--- config.mk ---
export PLATFORM = sky130hd
export DESIGN_NAME = henad_trace_tx
export DESIGN_NICKNAME = d
export VERILOG_FILES = /design/src/rtl/henad_trace_tx.sv
export SDC_FILE = /design/constraint.sdc
export NUM_CORES = 1
export LEC_CHECK = 0
export CORE_MARGIN = 4
export CORE_UTILIZATION = 24
export DETAILED_ROUTE_END_ITERATION = 10
export GPL_TIMING_DRIVEN = 0
export PLACE_DENSITY = 0.5
export REMOVE_ABC_BUFFERS = 1
export SLEW_MARGIN = 10
export SYNTH_ARGS = -nofsm -noshare
export SYNTH_HDL_FRONTEND = slang
export SYNTH_SLANG_ARGS = --single-unit
--- constraint.sdc ---
create_clock -name clk -period 5.76 [get_ports clk]
set_input_delay 1.152 -clock clk [delete_from_list [all_inputs] [get_ports clk]]
set_output_delay 1.152 -clock clk [all_outputs]
set_load 0.03 [all_outputs]
--- src/rtl/henad_trace_tx.sv ---
// Henad retired-instruction trace transmitter: FIFO of {pc, instr} entries sent as framed UART 8N1 bytes.
// Optional checksum byte (XOR of PC and instruction bytes) enabled by defining HENAD_TRACE_CHECKSUM_EN.
module henad_trace_tx #(
    parameter int ADDR_W       = 24,
    parameter int INSTR_W      = 24,
    parameter int FIFO_DEPTH   = 8,
    parameter int CLKS_PER_BIT = 69
) (
    input  logic                          clk,
    input  logic                          rst,
    input  logic                          trace_valid,
    input  logic [ADDR_W-1:0]             trace_pc,
    input  logic [INSTR_W-1:0]            trace_instr,
    output logic                          uart_tx,
    output logic                          busy,
    output logic                          overflow,
    output logic [$clog2(FIFO_DEPTH):0]   fifo_count
);

    localparam int PTR_W   = $clog2(FIFO_DEPTH);
    localparam int CNT_W   = PTR_W + 1;
    localparam int ENTRY_W = ADDR_W + INSTR_W;
`ifdef HENAD_TRACE_CHECKSUM_EN
    localparam int NBYTES  = 2 + ENTRY_W / 8;
`else
    localparam int NBYTES  = 1 + ENTRY_W / 8;
`endif
    localparam int FRAME_W = 8 * NBYTES;
    localparam int BYTE_W  = $clog2(NBYTES);
    localparam int BAUD_W  = $clog2(CLKS_PER_BIT);

    typedef enum logic [1:0] {IDLE, START, DATA, STOP} state_t;

    // FIFO storage and bookkeeping
    logic [ENTRY_W-1:0] mem [FIFO_DEPTH];
    logic [PTR_W-1:0]   wr_ptr, rd_ptr;
    logic [CNT_W-1:0]   count;
    logic               full, push, pop;
    logic [ENTRY_W-1:0] head;

    assign full = (count == CNT_W'(FIFO_DEPTH));
    assign push = trace_valid && (!full || pop);
    assign head = mem[rd_ptr];
    assign fifo_count = count;

    always_ff @(posedge clk) begin
        if (push) mem[wr_ptr] <= {trace_pc, trace_instr};
    end

    always_ff @(posedge clk or posedge rst) begin
        if (rst) begin
            wr_ptr   <= '0;
            rd_ptr   <= '0;
            count    <= '0;
            overflow <= 1'b0;
        end else begin
            if (push) wr_ptr <= wr_ptr + PTR_W'(1);
            if (pop)  rd_ptr <= rd_ptr + PTR_W'(1);
            case ({push, pop})
                2'b10:   count <= count + CNT_W'(1);
                2'b01:   count <= count - CNT_W'(1);
                default: count <= count;
            endcase
            if (trace_valid && !push) overflow <= 1'b1;
        end
    end

    // Frame image loaded into a shift register; the current byte is always the top 8 bits
    logic [FRAME_W-1:0] load_frame;
`ifdef HENAD_TRACE_CHECKSUM_EN
    logic [7:0] csum;
    always_comb begin
        csum = '0;
        for (int unsigned i = 0; i < ENTRY_W / 8; i++) csum ^= head[8*i +: 8];
        load_frame = {8'hA5, head, csum};
    end
`else
    assign load_frame = {8'hA5, head};
`endif

    state_t             state_q, state_d;
    logic [BAUD_W-1:0]  baud_q, baud_d;
    logic [2:0]         bit_q, bit_d;
    logic [BYTE_W-1:0]  byte_q, byte_d;
    logic [FRAME_W-1:0] shift_q, shift_d;
    logic               tx_q, tx_d;
    logic               baud_end;
    logic [7:0]         cur_d;

    assign baud_end = (baud_q == BAUD_W'(CLKS_PER_BIT - 1));

    always_ff @(posedge clk or posedge rst) begin
        if (rst) begin
            state_q <= IDLE;
            baud_q  <= '0;
            bit_q   <= '0;
            byte_q  <= '0;
            shift_q <= '0;
            tx_q    <= 1'b1;
        end else begin
            state_q <= state_d;
            baud_q  <= baud_d;
            bit_q   <= bit_d;
            byte_q  <= byte_d;
            shift_q <= shift_d;
            tx_q    <= tx_d;
        end
    end

    always_comb begin
        state_d = state_q;
        baud_d  = baud_q + BAUD_W'(1);
        bit_d   = bit_q;
        byte_d  = byte_q;
        shift_d = shift_q;
        pop     = 1'b0;
        case (state_q)
            IDLE: begin
                baud_d = '0;
                if (count != '0) begin
                    pop     = 1'b1;
                    shift_d = load_frame;
                    byte_d  = '0;
                    state_d = START;
                end
            end
            START: begin
                if (baud_end) begin
                    baud_d  = '0;
                    bit_d   = '0;
                    state_d = DATA;
                end
            end
            DATA: begin
                if (baud_end) begin
                    baud_d = '0;
                    if (bit_q == 3'd7) state_d = STOP;
                    else               bit_d   = bit_q + 3'd1;
                end
            end
            STOP: begin
                if (baud_end) begin
                    baud_d = '0;
                    if (byte_q == BYTE_W'(NBYTES - 1)) begin
                        state_d = IDLE;
                    end else begin
                        byte_d  = byte_q + BYTE_W'(1);
                        shift_d = shift_q << 8;
                        state_d = START;
                    end
                end
            end
            default: state_d = IDLE;
        endcase
    end

    // Line level is derived from the next state so uart_tx stays a clean register output
    always_comb begin
        cur_d = shift_d[FRAME_W-1 -: 8];
        case (state_d)
            START:   tx_d = 1'b0;
            DATA:    tx_d = cur_d[bit_d];
            default: tx_d = 1'b1;
        endcase
        busy = (state_q != IDLE);
    end

    assign uart_tx = tx_q;

endmodule

==> summary.txt <==
GRT
  • Number of global-route vias before repair: 10000
  • Global route overflow: 0
  • Initial antenna violation count: 7
  • First-pass GRT wire length: 63600 um
  • GRT Overall Usage: 10.2%
  • Largest net degree at the start of global routing: 51

Placed design
  • Placed cell count: 2125
  • DP HPWL: 26500 um
  • Placed cell area: 21000 sq um
  • GP Congestion: 0.706
  • Count of input and output buffers: 57

Clock network
  • Post-CTS Hold Buffers: 0
  • Clk_lat worst skew: 0.59 ns
  • Clock Sinks: 467
  • CTS tree: yes
  • CTS buffer count: 51
  • Max clock buf depth: 3
  • Clock transition at the registers of the reported paths: 0.06 ns
  • Post-CTS resize count: 0
  • Htree depth: 2
  • Clk root buf: clkbuf_16
  • Post-CTS setup buffer count: 0

Critical path
  • Logic depth of the worst setup path including buffers: 12
  • CP top delay family: buffers and inverters
  • Critical Path End Type: register
  • Worst setup path endpoint: mem[1][0]$_DFFE_PP_
  • WS Path Type: register to register
  • Worst setup SP type: register
  • Worst R2R End: mem[1][0]$_DFFE_PP_
  • Max FO, Critical Path: 11
  • Slowest CP cell: nor3_2
  • Crit path buffers/inverters: 7
  • R2R Setup Slk: 2.09 ns
  • Critical Path AT: 3.95 ns
  • R2r startpoint: state_q[1]$_DFF_PP0_
  • Worst-path cell chain: inv_1 -> ha_1 -> inv_1 -> nand3_1 -> and2_1 -> nand2_1 -> nor3_2 -> buf_4 -> buf_4 -> buf_6 -> buf_4 -> buf_4
  • Critical path launch point: state_q[1]$_DFF_PP0_
  • R2R cell count: 12
  • CP dominant cell by count: buf_4
  • Crit path required time: 6.04 ns
  • Crit-path max cell delay: 0.45 ns

Final layout
  • Final-layout fill cell count: 7468
  • Finished Cell Area: 22600 sq um
  • Post-Layout Cell Count: 2222
  • Layout cells sized above 1: 19.5%
  • P&R area growth vs syn: 22.3%
  • Nets: 1213

Timing
  • Worst Hold Slack: 0.473 ns
  • RSZ-0062 raised after global routing: false
  • Fmax: 0.273 GHz
  • Slew headroom: 44.4%
  • Fin. Hold Viols: 0
  • Slew Limit Fails: 0
  • Worst Tran Pin Value: 0.827 ns
  • Layout Skew: 0.0232 ns
  • Crit share post-route: 63.7%
  • Min cycle time layout: 3.67 ns
  • Setup violations, final: 0

Floorplanning
  • Die height: 286 um
  • Die Area: 81500 sq um
  • Die X: 286 um
  • Cell row count: 101
  • Top Ports: 58
  • Total core area: 76200 sq um
  • Initial Util: 24.3%

Detailed routing
  • Via count: 9534
  • Final wirelength: 42000 um
  • DRT iter0 DRCs: 620
  • DR DRC count: 0
  • Vias per Instance: 4.29
  • Routed WL per cell: 18.9 um
  • Pre-Repair DR Iteration Count: 5
  • Post-route ant nets: 0

Yosys
  • Largest family of logic cells by synthesized area: multiplexers
  • Sequential area share after synthesis: 73.6%
  • Cell taking the most area after synthesis: edfxtp_1
  • XOR/XNOR share of the synthesized area: 0.521%
  • Number of synthesized flops with an enable pin: 384
  • FFs w/ async S/R, synth: 17.8%
  • Adder-cell share of the synthesized area: 0.988%
  • Ys Warns: 0
  • Unique masters post-synth: 53
  • Top FF cell, synth: edfxtp_1
  • Post-synthesis mux area share: 14.3%
  • Mapped Area: 18500 sq um
  • Mean post-synth cell area: 17.8 sq um
  • Post-Synth Simple-Gate Area: 4.88%
  • FF+latch count, synth: 467
  • Synth Area in Compound Gates: 4.20%
  • Gate count after technology mapping: 1041
  • Top post-synthesis cells by area: edfxtp_1 (62%), mux4_2 (12%), dfrtp_1 (11%), mux2i_1 (2.6%), o21ai_0 (1.5%)
  • Yosys top cell area share: 62.4%

Power
  • Net switching power: 0.00188 W
  • Combinational power share: 10.3%
  • Switching Fraction: 23.2%
  • Clk pwr share: 38.2%
  • Peak supply drop: 0.231 mV
  • PwrDens: 358 nW/um^2
  • Leakage: 7.42 nW
  • Int Pwr: 0.00622 W
  • Seq pwr share: 51.5%

Worst hold path
  • Hold depth: 1
  • HP Class: register to register

Status
  • Outcome: finished, final reports clean

Job
  • Max-cap violations: 0
registers in the layout (all words and copies together), names as in the netlist:
signal	flops
mem	384
rd_ptr	3
uart_tx	1
byte_q	3
overflow	1
wr_ptr	3
bit_q	3
shift_q	56
baud_q	7
state_q	2
fifo_count	4
how the worst min path moves through the flow:
stage / startpoint / to / slack, ns
2_1_floorplan: shift_q[47]$_DFFE_PP0P_ / shift_q[47]$_DFFE_PP0P_ / 0.44
3_5_place_dp: overflow$_DFFE_PP0P_ / overflow$_DFFE_PP0P_ / 0.46
6_report: overflow$_DFFE_PP0P_ / overflow$_DFFE_PP0P_ / 0.47
4_1_cts: overflow$_DFFE_PP0P_ / overflow$_DFFE_PP0P_ / 0.48
3_3_place_gp: overflow$_DFFE_PP0P_ / overflow$_DFFE_PP0P_ / 0.45
5_1_grt: shift_q[7]$_DFFE_PP0P_ / shift_q[7]$_DFFE_PP0P_ / 0.49
cell families (layout without fill, tap and decap cells):
family	Yosys count	count (layout)
mux	144	144
flops	467	467
simple gates	199	199
compound gates	134	134
fa+ha+maj	14	14
xor+xnor	11	11
buf+inv	72	220
other cells	0	3
worst register-to-register path, cell delays in order, from the launching register on:
cell and delay, ns:
dfrtp_1 0.43, inv_1 0.10, ha_1 0.42, inv_1 0.24, nand3_1 0.16, and2_1 0.22, nand2_1 0.25, nor3_2 0.45
buf_4 0.29, buf_4 0.23, buf_6 0.18, buf_4 0.18, buf_4 0.20
power groups by stage:
stage,registers (W),logic [W],clock network (W)
2_1_floorplan,0.00428,0.000354,0
3_3_place_gp,0.00430,0.000681,0
3_5_place_dp,0.00425,0.000860,0
4_1_cts,0.00418,0.000862,0.00319
5_1_grt,0.00421,0.000897,0.00332
6_report,0.00417,0.000832,0.00310
cell usage after synthesis, types with 3 or more instances:
master / instances
a22o_1: 3
edfxtp_1: 384
nand2b_1: 7
a21o_1: 4
dfrtp_1: 82
nand2_1: 72
mux4_2: 96
o31ai_1: 3
clkbuf_1: 39
nor4_1: 8
a21oi_1: 47
and2_1: 7
inv_1: 19
xor2_1: 5
nand3b_1: 3
xnor2_1: 6
mux2i_1: 48
nor2_1: 73
nand3_1: 7
o21ai_0: 57
buf_1: 11
ha_1: 13
nor3_1: 11
per-layer routing:
metal / share of wire (%) / vias up / track usage, %
met3: 4.9 / 68 / 2.43
met5: 0.095 / - / 0
li1: - / 4312 / -
met4: 1.8 / 6 / 2.50
met1: 44 / 4984 / 13.5
met2: 49 / 164 / 17.2
final cells by class:
class | count | area (sq um) | share of cell area [%]
multi-input combinational | 502 | 4670 | 20.6
tap | 1030 | 1290 | 5.70
sequential | 467 | 13600 | 60.2
clock buffer | 74 | 1390 | 6.16
timing repair buffer | 107 | 1370 | 6.08
inverter | 19 | 73.8 | 0.326
clock inverter | 20 | 188 | 0.830
antenna | 3 | 7.51 | 0.0332
cell usage in the layout (no fill, tap or decap), drive strengths merged, types with 47 or more instances in the layout:
| master | netlist | routed |
|---|---|---|
| a21oi | 47 | 47 |
| dfrtp | 82 | 82 |
| nor2 | 73 | 73 |
| mux2i | 48 | 48 |
| mux4 | 96 | 96 |
| clkdlybuf4s50 | 0 | 57 |
| clkbuf | 39 | 74 |
| nand2 | 72 | 72 |
| edfxtp | 384 | 384 |
| buf | 14 | 50 |
| o21ai | 58 | 58 |
metrics by stage:
stage	TNS, ns	setup slack (ns)	total power [W]	util [%]
floorplan	0	0.496	0.00463	-
global placement	-942.19	-4.69	0.00499	26.4
detailed placement	0	1.62	0.00511	27.6
CTS	0	1.95	0.00823	29.7
global route	0	1.77	0.00843	29.7
finish	0	2.09	0.00810	29.7
(Power assumes the default switching activity.)
